File: src/rtl/uart_tx_queue_pkg.sv
// Shared definitions for the UART transmit queue: byte/frame geometry and
// the two-state send sequencer encoding used by the queue and the UART.
package uart_tx_queue_pkg;

    localparam int BYTE_W         = 8;
    localparam int BAUD_MAX_COUNT = 28;
    localparam int FRAME_BITS     = 10;

    typedef enum logic {
        S_IDLE = 1'b0,
        S_SEND = 1'b1
    } tx_state_t;

endpackage

File: src/rtl/uart_tx_queue_mem.sv
// Byte storage for the transmit queue: one registered write port and one
// combinational read port, so the head byte is visible the cycle it is addressed.
module uart_tx_queue_mem
    import uart_tx_queue_pkg::*;
#(
    parameter int DEPTH  = 16,
    parameter int ADDR_W = 4
) (
    input  logic              clk,
    input  logic              wr_en,
    input  logic [ADDR_W-1:0] wr_addr,
    input  logic [BYTE_W-1:0] wr_data,
    input  logic [ADDR_W-1:0] rd_addr,
    output logic [BYTE_W-1:0] rd_data
);

    logic [BYTE_W-1:0] mem_r [DEPTH];

    // Write port; contents need no reset because count gates every read.
    always_ff @(posedge clk) begin
        if (wr_en) begin
            mem_r[wr_addr] <= wr_data;
        end
    end

    assign rd_data = mem_r[rd_addr];

endmodule

File: src/rtl/uart_tx_queue.sv
// Byte FIFO and send sequencer feeding the UART: presents the head byte on
// tx_data/tx_enable for a whole frame and pops it only on byte_done.
module uart_tx_queue
    import uart_tx_queue_pkg::*;
#(
    parameter int DEPTH  = 16,
    parameter int ADDR_W = 4
) (
    input  logic              clk,
    input  logic              rst_n,
    input  logic              wr_en,
    input  logic [7:0]        wr_data,
    input  logic              flush,
    input  logic              clr_overflow,
    input  logic              byte_done,
    output logic              tx_enable,
    output logic [7:0]        tx_data,
    output logic              full,
    output logic              empty,
    output logic [ADDR_W:0]   count,
    output logic              busy,
    output logic              overflow
);

    localparam logic [ADDR_W:0]   CNT_DEPTH = (ADDR_W+1)'(DEPTH);
    localparam logic [ADDR_W:0]   CNT_ONE   = (ADDR_W+1)'(1'b1);
    localparam logic [ADDR_W:0]   CNT_ZERO  = {(ADDR_W+1){1'b0}};
    localparam logic [ADDR_W-1:0] PTR_ONE   = ADDR_W'(1'b1);
    localparam logic [ADDR_W-1:0] PTR_ZERO  = {ADDR_W{1'b0}};

    tx_state_t         state_r;
    logic [ADDR_W-1:0] wr_ptr_r;
    logic [ADDR_W-1:0] rd_ptr_r;
    logic [ADDR_W-1:0] wr_ptr_nxt_s;
    logic [ADDR_W-1:0] rd_ptr_nxt_s;
    logic [ADDR_W:0]   count_nxt_s;
    logic              overflow_nxt_s;
    logic              push_s;
    logic              pop_s;
    logic [7:0]        rd_data_s;

    uart_tx_queue_mem #(
        .DEPTH  (DEPTH),
        .ADDR_W (ADDR_W)
    ) u_mem (
        .clk     (clk),
        .wr_en   (push_s),
        .wr_addr (wr_ptr_r),
        .wr_data (wr_data),
        .rd_addr (rd_ptr_r),
        .rd_data (rd_data_s)
    );

    // Next pointer/count/overflow; flush during a frame keeps only the in-flight byte.
    always_comb begin
        push_s         = wr_en && !full && !flush;
        pop_s          = (state_r == S_SEND) && byte_done;
        wr_ptr_nxt_s   = wr_ptr_r;
        rd_ptr_nxt_s   = rd_ptr_r;
        count_nxt_s    = count;
        overflow_nxt_s = overflow;

        if (flush) begin
            if (state_r == S_SEND) begin
                wr_ptr_nxt_s = rd_ptr_r + PTR_ONE;
                if (pop_s) begin
                    rd_ptr_nxt_s = rd_ptr_r + PTR_ONE;
                    count_nxt_s  = CNT_ZERO;
                end else begin
                    count_nxt_s  = CNT_ONE;
                end
            end else begin
                wr_ptr_nxt_s = PTR_ZERO;
                rd_ptr_nxt_s = PTR_ZERO;
                count_nxt_s  = CNT_ZERO;
            end
        end else begin
            if (push_s) begin
                wr_ptr_nxt_s = wr_ptr_r + PTR_ONE;
            end else begin
                wr_ptr_nxt_s = wr_ptr_r;
            end
            if (pop_s) begin
                rd_ptr_nxt_s = rd_ptr_r + PTR_ONE;
            end else begin
                rd_ptr_nxt_s = rd_ptr_r;
            end
            case ({push_s, pop_s})
                2'b10:   count_nxt_s = count + CNT_ONE;
                2'b01:   count_nxt_s = count - CNT_ONE;
                default: count_nxt_s = count;
            endcase
        end

        if (wr_en && full && !flush) begin
            overflow_nxt_s = 1'b1;
        end else if (clr_overflow) begin
            overflow_nxt_s = 1'b0;
        end else begin
            overflow_nxt_s = overflow;
        end
    end

    // Queue bookkeeping registers, with full/empty decoded from the next count.
    always_ff @(posedge clk) begin
        if (!rst_n) begin
            wr_ptr_r <= PTR_ZERO;
            rd_ptr_r <= PTR_ZERO;
            count    <= CNT_ZERO;
            full     <= 1'b0;
            empty    <= 1'b1;
            overflow <= 1'b0;
        end else begin
            wr_ptr_r <= wr_ptr_nxt_s;
            rd_ptr_r <= rd_ptr_nxt_s;
            count    <= count_nxt_s;
            full     <= (count_nxt_s == CNT_DEPTH);
            empty    <= (count_nxt_s == CNT_ZERO);
            overflow <= overflow_nxt_s;
        end
    end

    // Send sequencer: latch the head byte, hold it until the UART reports the frame done.
    always_ff @(posedge clk) begin
        if (!rst_n) begin
            state_r   <= S_IDLE;
            tx_enable <= 1'b0;
            tx_data   <= 8'h00;
            busy      <= 1'b0;
        end else begin
            case (state_r)
                S_IDLE: begin
                    if (!empty && !flush) begin
                        tx_data   <= rd_data_s;
                        tx_enable <= 1'b1;
                        busy      <= 1'b1;
                        state_r   <= S_SEND;
                    end
                end
                S_SEND: begin
                    if (byte_done) begin
                        tx_enable <= 1'b0;
                        busy      <= 1'b0;
                        state_r   <= S_IDLE;
                    end
                end
                default: begin
                    tx_enable <= 1'b0;
                    busy      <= 1'b0;
                    state_r   <= S_IDLE;
                end
            endcase
        end
    end

endmodule
File: config.mk
export PLATFORM = sky130hd
export DESIGN_NAME = uart_tx_queue
export DESIGN_NICKNAME = d
export VERILOG_FILES = /design/src/rtl/uart_tx_queue_pkg.sv /design/src/rtl/uart_tx_queue_mem.sv /design/src/rtl/uart_tx_queue.sv
export SDC_FILE = /design/constraint.sdc
export NUM_CORES = 1
export LEC_CHECK = 0
export CAP_MARGIN = 40
export CORE_AREA = 4 4 123 125
export CTS_CLUSTER_DIAMETER = 150
export DETAILED_ROUTE_END_ITERATION = 8
export DIE_AREA = 0 0 127 129
export PLACE_DENSITY = 0.72
export SETUP_SLACK_MARGIN = 0.02
export SLEW_MARGIN = 0
export SYNTH_ARGS = -nofsm -noshare
export SYNTH_HDL_FRONTEND = slang
export SYNTH_SLANG_ARGS = --single-unit
export TNS_END_PERCENT = 10
File: constraint.sdc
create_clock -name clk -period 3.9 [get_ports clk]
set_clock_uncertainty 0.2 [all_clocks]
set_input_delay 1.17 -clock clk [delete_from_list [all_inputs] [get_ports clk]]
set_output_delay 1.17 -clock clk [all_outputs]
set_load 0.05 [all_outputs]
# == Word-level counts from Yosys, hierarchy flattened ==
# Memory sizes are Yosys's and may differ from the RTL's. A register that Yosys moved wholly into a read port is not among the register bits.
# Index checks and enable logic that the tools add are counted.
# totals
ff_bits,18
latch_bits,0
ram_bits,128
romBits,0
out_inout_bits,18
elab_cells,54
mem_count,1
# classes
add_sub_neg,4
multipliers,0
div_mod_pow,0
order_cmp,0
n_eq_ne,5
n_shift,0
mux,20
bitwise_logic,1
n_reduce_logical,15
# mem_list
memory,words,word_bits,rd,rd_ports_with_merged_regs,wr,line,text
u_mem.mem_r,16,8,1,1,1,uart_tx_queue_mem.sv:17,logic [BYTE_W-1:0] mem_r [DEPTH];
# op_table
cell,n
2-to-1 mux 4 bit,6
2-to-1 mux 5 bit,2
one-hot mux 5 bit (2 select lines),1
2-to-1 mux 1 bit,9
adder 4 x 1 -> 4 bit (second input constant),2
logical AND 1 bit,6
adder 5 x 1 -> 5 bit (second input constant),1
equality test 5 bit (second input constant),1
logical NOT 5 bit,1
subtractor 5 x 1 -> 5 bit (second input constant),1
logical NOT 1 bit,4
inequality test 2 bit (second input constant),2
one-hot mux 1 bit (2 select lines),2
AND reduction 2 bit,2
nonzero test 2 bit,2
equality test 2 x 1 -> 1 bit (second input constant),1
equality test 2 bit (second input constant),1
NOT 1 bit,1

# == Longest topological paths before layout ==
# Gate-level depths: netlist (run 1).
# logic_depth
depth_word,7
depth_mapped,11
depth_no_buf,9

# == Cells and area by module ==
# A second synthesis (run 1) with hierarchy kept.
# hier_totals
cells_unflattened,380
hier_area_um2,6391.1
# by_module_without_submodules
module,instances,cells_each,area_each_um2,seq_area_each_um2
uart_tx_queue_mem,1,221,4987.3,3843.7
uart_tx_queue,1,159,1403.8,520.5

# == Worst setup path after synthesis (run 1) ==
# Ideal clock, no wire load.
# synth_path
kind,input port to flip-flop
from,input flush
to,register empty
setup_time_ns,0.096
arrival_ns,3.330
required_time_ns,3.604
setup_slack_ns,0.275
path_stages,10
path_buffers,1
path_cell_list,nor3b_1 > inv_1 > ha_1 > buf_2 > xor2_1 > ha_1 > a21oi_1 > mux2i_1 > mux2_2 > o41ai_2
# synth_between
elab_chain_len,6
# synth_rtl
item,line,text
start: declaration,uart_tx_queue.sv:13,"input logic flush,"
logical NOT 1 bit,uart_tx_queue.sv:56,push_s = wr_en && !full && !flush;
logical AND 1 bit,uart_tx_queue.sv:56,
equality test 2 x 1 -> 1 bit / equality test 2 bit (equally long branches),uart_tx_queue.sv:88,"case ({push_s, pop_s})"
one-hot mux 5 bit (2 select lines),uart_tx_queue.sv:88,
2-to-1 mux 5 bit (*),uart_tx_queue.sv:63,if (flush) begin
logical NOT 5 bit (*),uart_tx_queue.sv:118,empty <= (count_nxt_s == CNT_ZERO);
end signal: assignment,uart_tx_queue.sv:118,
end: declaration,uart_tx_queue.sv:19,"output logic empty,"
# Every way passes the cells marked *; elsewhere a longest branch is shown, timed or not.
# A chain may end at the register's enable or synchronous reset.

# == Worst setup path in the final report (run 1) ==
# layout_path
from,input wr_en
to,register full
# layout_between
elab_chain_len,6
# layout_rtl
item,line,text
start: declaration,uart_tx_queue.sv:11,"input logic wr_en,"
logical AND 1 bit (*) (2 in a row),uart_tx_queue.sv:56,
equality test 2 x 1 -> 1 bit / equality test 2 bit (equally long branches),uart_tx_queue.sv:88,
one-hot mux 5 bit (2 select lines) (*),uart_tx_queue.sv:88,
2-to-1 mux 5 bit (*),uart_tx_queue.sv:63,
equality test 5 bit (*),uart_tx_queue.sv:117,full <= (count_nxt_s == CNT_DEPTH);
end signal: assignment,uart_tx_queue.sv:117,
end: declaration,uart_tx_queue.sv:18,"output logic full,"
# Marked as above.

==> impl_metrics.json, run 1 <==
{
  "cp-end-kind": "register",
  "vias": 3493,
  "place_hpwl_um": 8050,
  "die_x_um": 127,
  "synth_top_family_by_area": "multiplexers",
  "ys_async_sr_fraction_pct": 0,
  "min_to": "tx_data[1]",
  "synth_fa_ha_area_share_pct": 1.58,
  "worstReg2RegStart": "rd_ptr_r[0]",
  "drt_iter0_drc": 291,
  "status": "finished clean",
  "setup_tns_ns": 0,
  "critPathSlowestCell": "clkdlybuf4s50_1",
  "finalCoreUtilization_pct": 54.0,
  "synth.cell_area_um2": 6320,
  "cp_cell_sequence": "clkdlybuf4s50_1 -> nor3b_1 -> inv_1 -> ha_1 -> xor2_1 -> ha_1 -> a21oi_1 -> mux2i_1 -> mux2_2 -> nor4_1",
  "required_ns": 4.02,
  "grt_pass1_wl_um": 19900,
  "globalRouteOverflowTotal": 0,
  "min_path_cells": 2,
  "ys_ff_latch": 154,
  "ctsHoldBuffers": 0,
  "postSynthAreaPerCell_um2": 16.6,
  "cp_common_cell": "ha_1",
  "initial_core_util_pct": 45.5,
  "synthCells": 380,
  "ant_nets": 0,
  "yosysTopAreaCell": "edfxtp_1",
  "hold_class": "register to register",
  "ir_drop_mv": 0.332,
  "synth_top_area_share_pct": 60.9,
  "ios": 32,
  "nNetsFinal": 455,
  "p_per_area_nw_per_um2": 465,
  "clk_path_buf_depth": 2,
  "yosys_warnings": 0,
  "worstRegToRegCells": 4,
  "synth-edff-count": 128,
  "die_y_um": 129,
  "slew_headroom_pct": 43.0,
  "synthesis.nets": 402,
  "setup_viol": 0,
  "post_cts_resize_count": 0,
  "regArea_um2": 4370,
  "synth_compound_area_share_pct": 6.91,
  "fin_cells": 626,
  "grt_pass1_vias": 3601,
  "grt_antenna_before_repair": 0,
  "crit_type": "primary input to register",
  "clk_pin_slew_ns": 0.06,
  "cts-htree-levels": 4,
  "fp.dieArea_um2": 16400,
  "synth.area.top_cells": "edfxtp_1 61%, mux4_2 11%, dfxtp_1 8.2%, ha_1 1.6%, nand2_1 1.2%",
  "synthMuxAreaShare_pct": 12.2,
  "cp_max_fo": 3,
  "num_antenna_cells": 0,
  "rows": 43,
  "drc": 0,
  "root_buffer": "clkbuf_16",
  "dr.pass1.iters": 5,
  "synth-simple-area-share_pct": 6.44,
  "critical_path.startpoint_type": "primary input",
  "post-route-min-period_ns": 3.54,
  "worst-r2r-setup-slack_ns": 1.25,
  "crit_arrival_ns": 3.66,
  "power.leakage_nw": 2.48,
  "routed_wl_um": 12600,
  "cts_tree": "built",
  "final_area_um2": 7490,
  "nFillCells": 1091,
  "wl_per_cell_um": 20.1,
  "cts_inserted_buffers": 17,
  "synth_top_flop_cell": "edfxtp_1",
  "post-route-period-util_pct": 90.8,
  "timing.rr.end": "tx_data[1]",
  "area_growth_pct": 18.6,
  "drv_cap": 0,
  "worst_slew_pin_slew_ns": 0.853,
  "drive_gt1_share_pct": 21.3,
  "slew_viol_final": 0,
  "ys_seq_area_share_pct": 69.1,
  "rsz0062_at_grt": "no",
  "clkLatencyLatePin_ns": 0.42,
  "place_congestion": 0.866,
  "yosys.area_share.xor_xnor_pct": 1.11,
  "yosysUniqueCellTypes": 49,
  "crit_path_max_incr_delay_ns": 0.49,
  "dp_cells": 594,
  "coreArea_um2": 13900,
  "grt_max_degree": 33,
  "p_total_mw": 3.48,
  "numPortBuffers": 31,
  "multiInputGateArea_um2": 1790,
  "drt-vias-per-instance": 5.58,
  "dpl-instance-area_um2": 6930,
  "grt_usage_pct": 16.4,
  "cts_setup_buffers": 0,
  "max_freq_ghz": 0.282,
  "worstHoldStart": "tx_data[1]",
  "hold_viol": 0,
  "numClockSinks": 154
}
routing by layer:
layer  part of all wire [%]  track usage (%)
met5                      0                0
met4                    1.1             5.93
met3                    5.0             4.36
met2                     51             27.2
met1                     43             21.0
per-stage QoR:
step                      hold slack [ns]  worst slack (ns)
after detailed placement            0.265           -0.0461
after CTS                           0.277             0.357
after floorplan                     0.370             0.275
after global routing                0.300             0.165
final                               0.273             0.358
after global placement              0.258            0.0616
worst max-delay path: cells and delay by family:
kind,cells,cell delay [ns]
AO/OA/AOI/OAI,1,0.15
XOR/XNOR,1,0.16
adder cells (fa/ha/maj),2,0.45
buffers and inverters,2,0.60
multiplexers,2,0.66
AND/OR/NAND/NOR,2,0.47
kinds of logic (layout without fill, tap and decap cells):
family,Yosys count,after routing
adders and majority gates,8,8
AOI/OAI and AO/OA,57,57
xor gates and xnor gates,8,8
buffers and inverters,35,101
and+or+nand+nor,81,81
DFF,154,154
muxes,37,37
cell usage after synthesis, drive strengths merged, types with 3 or more instances:
cell type and n:
dfxtp 26, nor3b 4, o21a 3, a221oi 8, nand3 3, mux2i 4
nor3 6, clkbuf 14, a22o 8, nand2b 3, edfxtp 128, nor2b 7
xnor2 5, mux4 32, o22ai 10, buf 10, xor2 3, ha 8
and2 8, inv 11, o21ai 4, nor2 21, a21oi 8, nand2 21
sequential cells by signal (all words and copies together) (netlist names):
name	count
u_mem.mem_r	128
tx_data	8
count	5
rd_ptr_r	4
wr_ptr_r	4
busy	1
empty	1
full	1
overflow	1
state_r	1
power breakdown:
| group | internal, mW | switching (mW) |
|---|---|---|
| clock network | 0.939 | 0.616 |
| logic | 0.0512 | 0.0745 |
| registers | 1.79 | 0.00797 |
| total | 2.78 | 0.699 |
how the worst max path moves through the flow:
stage	from	end	slack, ns	depth (start not counted)
after floorplan	flush	empty	0.27	10
after global placement	wr_en	empty	0.06	10
after detailed placement	wr_en	empty	-0.05	10
after CTS	wr_en	empty	0.36	10
after global routing	wr_en	full	0.17	10
final	wr_en	full	0.36	10
placed cells by master, fill, tap and decap left out, drive strengths merged, types with 3 or more instances in the layout:
master / count
dfxtp: 26
nor3b: 4
a21oi: 8
clkdlybuf4s50: 31
mux2i: 4
and2: 8
xnor2: 5
inv: 12
nand2b: 3
a22o: 8
nor2: 21
clkinv: 7
nor3: 6
o22ai: 10
buf: 27
o21a: 3
nor2b: 7
ha: 8
nand3: 3
a221oi: 8
edfxtp: 128
clkbuf: 21
o21ai: 4
nand2: 21
mux4: 32
xor2: 3
layout make-up:
class,instances,share of cell area [%]
multi-input cells,191,23.8
flip-flops and latches,154,58.3
inverters,11,0.551
clock buffers,21,5.88
clock inverters,11,1.62
repair buffers,58,6.85
well taps,180,3.01
No activity file was read; power rests on OpenSTA's default activity.
==> inputs of run 2 (changes only) <==
--- a/config.mk
+++ b/config.mk
@@ -10,10 +10,10 @@
 export CTS_CLUSTER_DIAMETER = 150
 export DETAILED_ROUTE_END_ITERATION = 8
 export DIE_AREA = 0 0 127 129
+export GPL_TIMING_DRIVEN = 0
 export PLACE_DENSITY = 0.72
 export SETUP_SLACK_MARGIN = 0.02
 export SLEW_MARGIN = 0
 export SYNTH_ARGS = -nofsm -noshare
 export SYNTH_HDL_FRONTEND = slang
 export SYNTH_SLANG_ARGS = --single-unit
-export TNS_END_PERCENT = 10
==> run 2 against run 1 <==
Setup slack worse by 0.23 ns. Critical path depth up 1. Critical path type unchanged. Sequential share of layout area down 0.29 points. Total power up 3.7%. Combinational power up 3%. Sequential power about the same. Hold slack worse by 0.0017 ns. Cell area up 0.47%.
==> impl_metrics.json, run 2 (same netlist as run 1, synthesis figures left out) <==
{
  "fin_cells": 630,
  "crit_type": "primary input to register",
  "cp_common_cell": "ha_1",
  "grt_usage_pct": 16.9,
  "critical_path.startpoint_type": "primary input",
  "hold_viol": 0,
  "p_total_mw": 3.61,
  "dpl-instance-area_um2": 6900,
  "status": "finished clean",
  "grt_antenna_before_repair": 0,
  "globalRouteOverflowTotal": 0,
  "vias": 3520,
  "ios": 32,
  "drive_gt1_share_pct": 20.0,
  "dr.pass1.iters": 5,
  "largest_reg_flops": 128,
  "cp_max_fo": 9,
  "clk_pin_slew_ns": 0.06,
  "numPortBuffers": 30,
  "post-route-min-period_ns": 3.77,
  "max_freq_ghz": 0.265,
  "setup_viol": 0,
  "required_ns": 4.02,
  "rows": 43,
  "post-route-period-util_pct": 96.6,
  "root_buffer": "clkbuf_16",
  "holdWs_ns": 0.271,
  "layout_commonest_cell": "edfxtp_1",
  "numClockSinks": 154,
  "critPathTopFamily": "buffers and inverters",
  "drc": 0,
  "clk_path_buf_depth": 2,
  "worst_slew_pin_slew_ns": 0.842,
  "drt_iter0_drc": 289,
  "crit_path_end": "empty",
  "drv_cap": 0,
  "cp.buffers_inverters": 3,
  "coreArea_um2": 13900,
  "final_area_um2": 7530,
  "grt_max_degree": 17,
  "crit_path_max_incr_delay_ns": 0.53,
  "routed_wl_um": 12800,
  "grt_pass1_vias": 3546,
  "final_cell_mix": "128 x edfxtp_1, 32 x mux4_2, 30 x clkdlybuf4s50_1",
  "wl_per_cell_um": 20.4,
  "dp_cells": 598,
  "worstReg2RegStart": "state_r",
  "nNetsFinal": 460,
  "rsz0062_at_grt": "no",
  "area_growth_pct": 19.2,
  "die_y_um": 129,
  "crit_start": "flush",
  "p_per_area_nw_per_um2": 480,
  "clkLatencyLatePin_ns": 0.42,
  "drt-vias-per-instance": 5.59,
  "worstRegToRegCells": 11,
  "cts-htree-levels": 4,
  "regMostFlops": "u_mem.mem_r",
  "ir_drop_mv": 0.362,
  "top_regs": "u_mem.mem_r x128, tx_data x8, count x5",
  "cp.depth": 11,
  "num_antenna_cells": 0,
  "place_hpwl_um": 8540,
  "hold_class": "register to register",
  "critPathSlowestCell": "clkdlybuf4s50_1",
  "slew_headroom_pct": 43.6,
  "fp.dieArea_um2": 16400,
  "slew_viol_final": 0,
  "timing.rr.end": "empty",
  "cp-end-kind": "register",
  "cp_cell_sequence": "clkdlybuf4s50_1 -> nor3b_4 -> inv_1 -> ha_1 -> buf_2 -> xor2_1 -> ha_1 -> a21oi_1 -> mux2i_2 -> mux2_2 -> o41ai_2",
  "ctsHoldBuffers": 0,
  "cts_tree": "built",
  "place_congestion": 0.806,
  "initial_core_util_pct": 45.5,
  "worst-r2r-setup-slack_ns": 0.95,
  "power.leakage_nw": 2.47,
  "grt_pass1_wl_um": 20300,
  "die_x_um": 127,
  "cts_inserted_buffers": 17,
  "ant_nets": 0,
  "crit_arrival_ns": 3.89
}
==> run 2: power by group <==
group | switching, mW | internal (mW) | leakage, nW
clock network | 0.627 | 1.06 | 0.283
logic | 0.0805 | 0.0493 | 0.822
registers | 0.00601 | 1.79 | 1.36
==> run 2: worst min path at each step <==
stage	startpoint	cells past startpoint	slack (ns)	to
after floorplan	rd_ptr_r[1]	2	0.37	rd_ptr_r[1]
after CTS	tx_data[0]	2	0.28	tx_data[0]
after global routing	tx_data[4]	2	0.29	tx_data[4]
final	tx_data[7]	2	0.27	tx_data[7]
after detailed placement	tx_data[0]	2	0.26	tx_data[0]
after global placement	tx_data[2]	2	0.26	tx_data[2]
==> run 2: through the flow <==
stage / utilization (%) / worst slack, ns / TNS (ns)
after floorplan: - / 0.275 / 0
after CTS: 54.1 / 0.0498 / 0
after global routing: 54.2 / 0.00893 / 0
after global placement: 49.3 / -0.669 / -11.53
after detailed placement: 49.7 / -0.637 / -2.02
final: 54.2 / 0.131 / 0
==> run 2: layout make-up <==
| class | instances | area, um^2 |
|---|---|---|
| fillers | 1105 | 6350 |
| flip-flops and latches | 154 | 4360 |
| well taps | 180 | 225 |
| clock inverters | 14 | 180 |
| clock buffers | 17 | 425 |
| repair buffers | 39 | 365 |
| plain buffers | 24 | 125 |
| inverters | 11 | 41.3 |
| multi-input cells | 191 | 1800 |
==> run 2: worst min-delay path, stage by stage, from the launching register on <==
cell	delay, ns
dfxtp_1	0.31
nand2_1	0.05
o22ai_1	0.06
==> run 2: timing repair <==
| item | 4_1_cts | 5_1_grt |
|---|---|---|
| pin swaps | 0 | 1 |
| endpoints found under the hold margin | 0 | 0 |
| endpoints found under the setup margin | 2 | 2 |
| gates resized for setup | 2 | 1 |
| setup buffers | 0 | 1 |
==> run 2: routing by layer <==
metal	vias up	track usage, %	wire length [um]
met3	17	5.02	746
met1	1775	22.4	5550
met2	117	27.0	6390
met4	0	5.87	160
met5	-	0	0
li1	1611	-	-
==> inputs of run 3 (changes only) <==
--- a/config.mk
+++ b/config.mk
@@ -5,11 +5,12 @@
 export SDC_FILE = /design/constraint.sdc
 export NUM_CORES = 1
 export LEC_CHECK = 0
+export ABC_AREA = 1
 export CAP_MARGIN = 40
-export CORE_AREA = 4 4 123 125
+export CORE_AREA = 4 4 124 126
 export CTS_CLUSTER_DIAMETER = 150
 export DETAILED_ROUTE_END_ITERATION = 8
-export DIE_AREA = 0 0 127 129
+export DIE_AREA = 0 0 128 130
 export GPL_TIMING_DRIVEN = 0
 export PLACE_DENSITY = 0.72
 export SETUP_SLACK_MARGIN = 0.02
==> constraint.sdc (replaced) <==
create_clock -name clk -period 3.9 [get_ports clk]
set_clock_uncertainty 0.2 [all_clocks]
set_input_delay 1.17 -clock clk [delete_from_list [all_inputs] [get_ports clk]]
set_output_delay 1.17 -clock clk [all_outputs]
set_load 0.1 [all_outputs]
==> run 3 against run 2 <==
Sequential cell count unchanged. Final cell count grew 36%. Hold slack gained 0.016 ns. Utilization increased by 1.0 points. Cell area is 5.0% higher. Synthesized area rose by 2.8%. Highest routed layer unchanged.
==> impl_metrics.json, run 3 <==
{
  "rows": 44,
  "regMostFlops": "u_mem.mem_r",
  "holdWs_ns": 0.287,
  "post-route-min-period_ns": 3.55,
  "setup_tns_ns": 0,
  "ys_async_sr_fraction_pct": 0,
  "synthCells": 591,
  "post_cts_resize_count": 0,
  "slew_viol_final": 0,
  "p_per_area_nw_per_um2": 475,
  "clkLatencyLatePin_ns": 0.42,
  "drt_iter0_drc": 588,
  "cts-htree-levels": 4,
  "cp-end-kind": "register",
  "grt_antenna_before_repair": 0,
  "drt-vias-per-instance": 5.50,
  "globalRouteOverflowTotal": 0,
  "placement.setup.worst_slack_ns": -0.0572,
  "synth_top_area_share_pct": 59.2,
  "grt_max_degree": 17,
  "cts_setup_buffers": 0,
  "worst_slew_pin_slew_ns": 0.893,
  "yosysUniqueCellTypes": 30,
  "numPortBuffers": 30,
  "place_hpwl_um": 11400,
  "p_total_mw": 3.75,
  "routed_wl_um": 16700,
  "die_y_um": 130,
  "vias": 4723,
  "ir_drop_mv": 0.310,
  "nNetsFinal": 683,
  "fin_cells": 858,
  "grt_pass1_vias": 4709,
  "fp.dieArea_um2": 16600,
  "dpl-instance-area_um2": 7330,
  "place_congestion": 0.921,
  "crit_type": "primary input to register",
  "pwr-share-seq_pct": 48.5,
  "synth_common_cells": "144 x nor2_1, 128 x edfxtp_1, 66 x o21ai_0, 58 x nand2_1",
  "grt_usage_pct": 20.7,
  "num_antenna_cells": 0,
  "yosys_warnings": 0,
  "p_sw_mw": 0.896,
  "ios": 32,
  "wl_per_cell_um": 19.4,
  "power.leakage_nw": 2.82,
  "grt_pass1_wl_um": 25600,
  "drc": 0,
  "ys_ff_latch": 154,
  "slew_headroom_pct": 40.2,
  "hold_viol": 0,
  "layout_commonest_cell": "nor2_1",
  "cts_inserted_buffers": 17,
  "worst-r2r-setup-slack_ns": 1.23,
  "area_growth_pct": 21.7,
  "drive_gt1_share_pct": 11.0,
  "top_regs": "u_mem.mem_r x128, tx_data x8, count x5",
  "dp_cells": 826,
  "critical_path.startpoint_type": "primary input",
  "yosysMostFrequentCell": "nor2_1",
  "hold_class": "register to register",
  "p_sw_share_pct": 23.9,
  "yosysTopAreaCell": "edfxtp_1",
  "synth_top_flop_cell": "edfxtp_1",
  "internal_power_mw": 2.86,
  "final_cell_mix": "144 x nor2_1, 128 x edfxtp_1, 66 x o21ai_0",
  "status": "finished clean",
  "coreArea_um2": 14300,
  "final_area_um2": 7910,
  "clk_path_buf_depth": 2,
  "synth.cell_area_um2": 6490,
  "clk_pin_slew_ns": 0.06,
  "die_x_um": 128,
  "root_buffer": "clkbuf_16",
  "cts_tree": "built",
  "rsz0062_at_grt": "no",
  "synthesis.nets": 613,
  "post-route-period-util_pct": 91.0,
  "crit_arrival_ns": 3.72,
  "setup_viol": 0,
  "synth.area.top_cells": "edfxtp_1 59%, nor2_1 8.3%, dfxtp_1 8.0%, o21ai_0 5.1%, o211ai_1 3.9%",
  "largest_reg_flops": 128,
  "layout_setup_ws_ns": 0.349,
  "dr.pass1.iters": 7,
  "drv_cap": 0,
  "synth-edff-count": 128,
  "initial_core_util_pct": 45.4,
  "cp_max_fo": 6,
  "postSynthAreaPerCell_um2": 11.0,
  "comb_power_share_pct": 9.0,
  "finalCoreUtilization_pct": 55.2,
  "ys_seq_area_share_pct": 67.2,
  "required_ns": 4.07,
  "pwr-share-clk_pct": 42.5,
  "max_freq_ghz": 0.282,
  "numClockSinks": 154,
  "ctsHoldBuffers": 0,
  "ant_nets": 0
}
[run 3: cell families after synthesis]
| family | count (synthesis) | synth area share (%) |
|---|---|---|
| AO/OA/AOI/OAI | 118 | 10.6 |
| XOR/XNOR | 5 | 0.674 |
| adder cells (fa/ha/maj) | 8 | 1.54 |
| buffers and inverters | 66 | 5.28 |
| flip-flops | 154 | 67.2 |
| AND/OR/NAND/NOR | 240 | 14.7 |
[run 3: layout make-up]
| class | instances | area (um^2) |
|---|---|---|
| Sequential cell | 154 | 4360 |
| Timing Repair Buffer | 51 | 606 |
| Buffer | 29 | 199 |
| Multi-Input combinational cell | 371 | 1790 |
| Tap cell | 184 | 230 |
| Clock inverter | 14 | 145 |
| Inverter | 37 | 144 |
| Clock buffer | 18 | 429 |
| Fill cell | 1211 | 6410 |
[run 3: final timing paths]
path	cells after the start	startpoint	end
max	16	wr_en	empty
min	2	overflow	overflow
max reg2reg	16	full	empty
min reg2reg	2	overflow	overflow
[run 3: layer usage]
layer,share of wire (%),up-vias,global-route usage (%)
met5,0,-,0
met2,48,232,33.4
met4,2.3,0,7.30
li1,-,2203,-
met3,9.3,30,6.84
met1,41,2258,26.3
[run 3: worst max-delay path, cell delays in order]
cell             delay [ns]
clkdlybuf4s50_1        0.48
nand2_1                0.11
nor2_1                 0.32
inv_1                  0.11
ha_1                   0.29
nand2_1                0.09
inv_1                  0.05
nor2_1                 0.14
ha_1                   0.26
nor2_1                 0.14
nor3_1                 0.08
nor2_1                 0.14
nand2_1                0.07
a21oi_1                0.13
nand2_1                0.08
nand2_1                0.06
[run 3: power by group through the flow]
stage	combinational, mW	clock (mW)	sequential, mW
global route	0.361	1.68	1.82
global placement	0.288	0	1.85
floorplan	0.110	0	1.93
detailed placement	0.337	0	1.86
CTS	0.339	1.60	1.82
finish	0.339	1.59	1.82
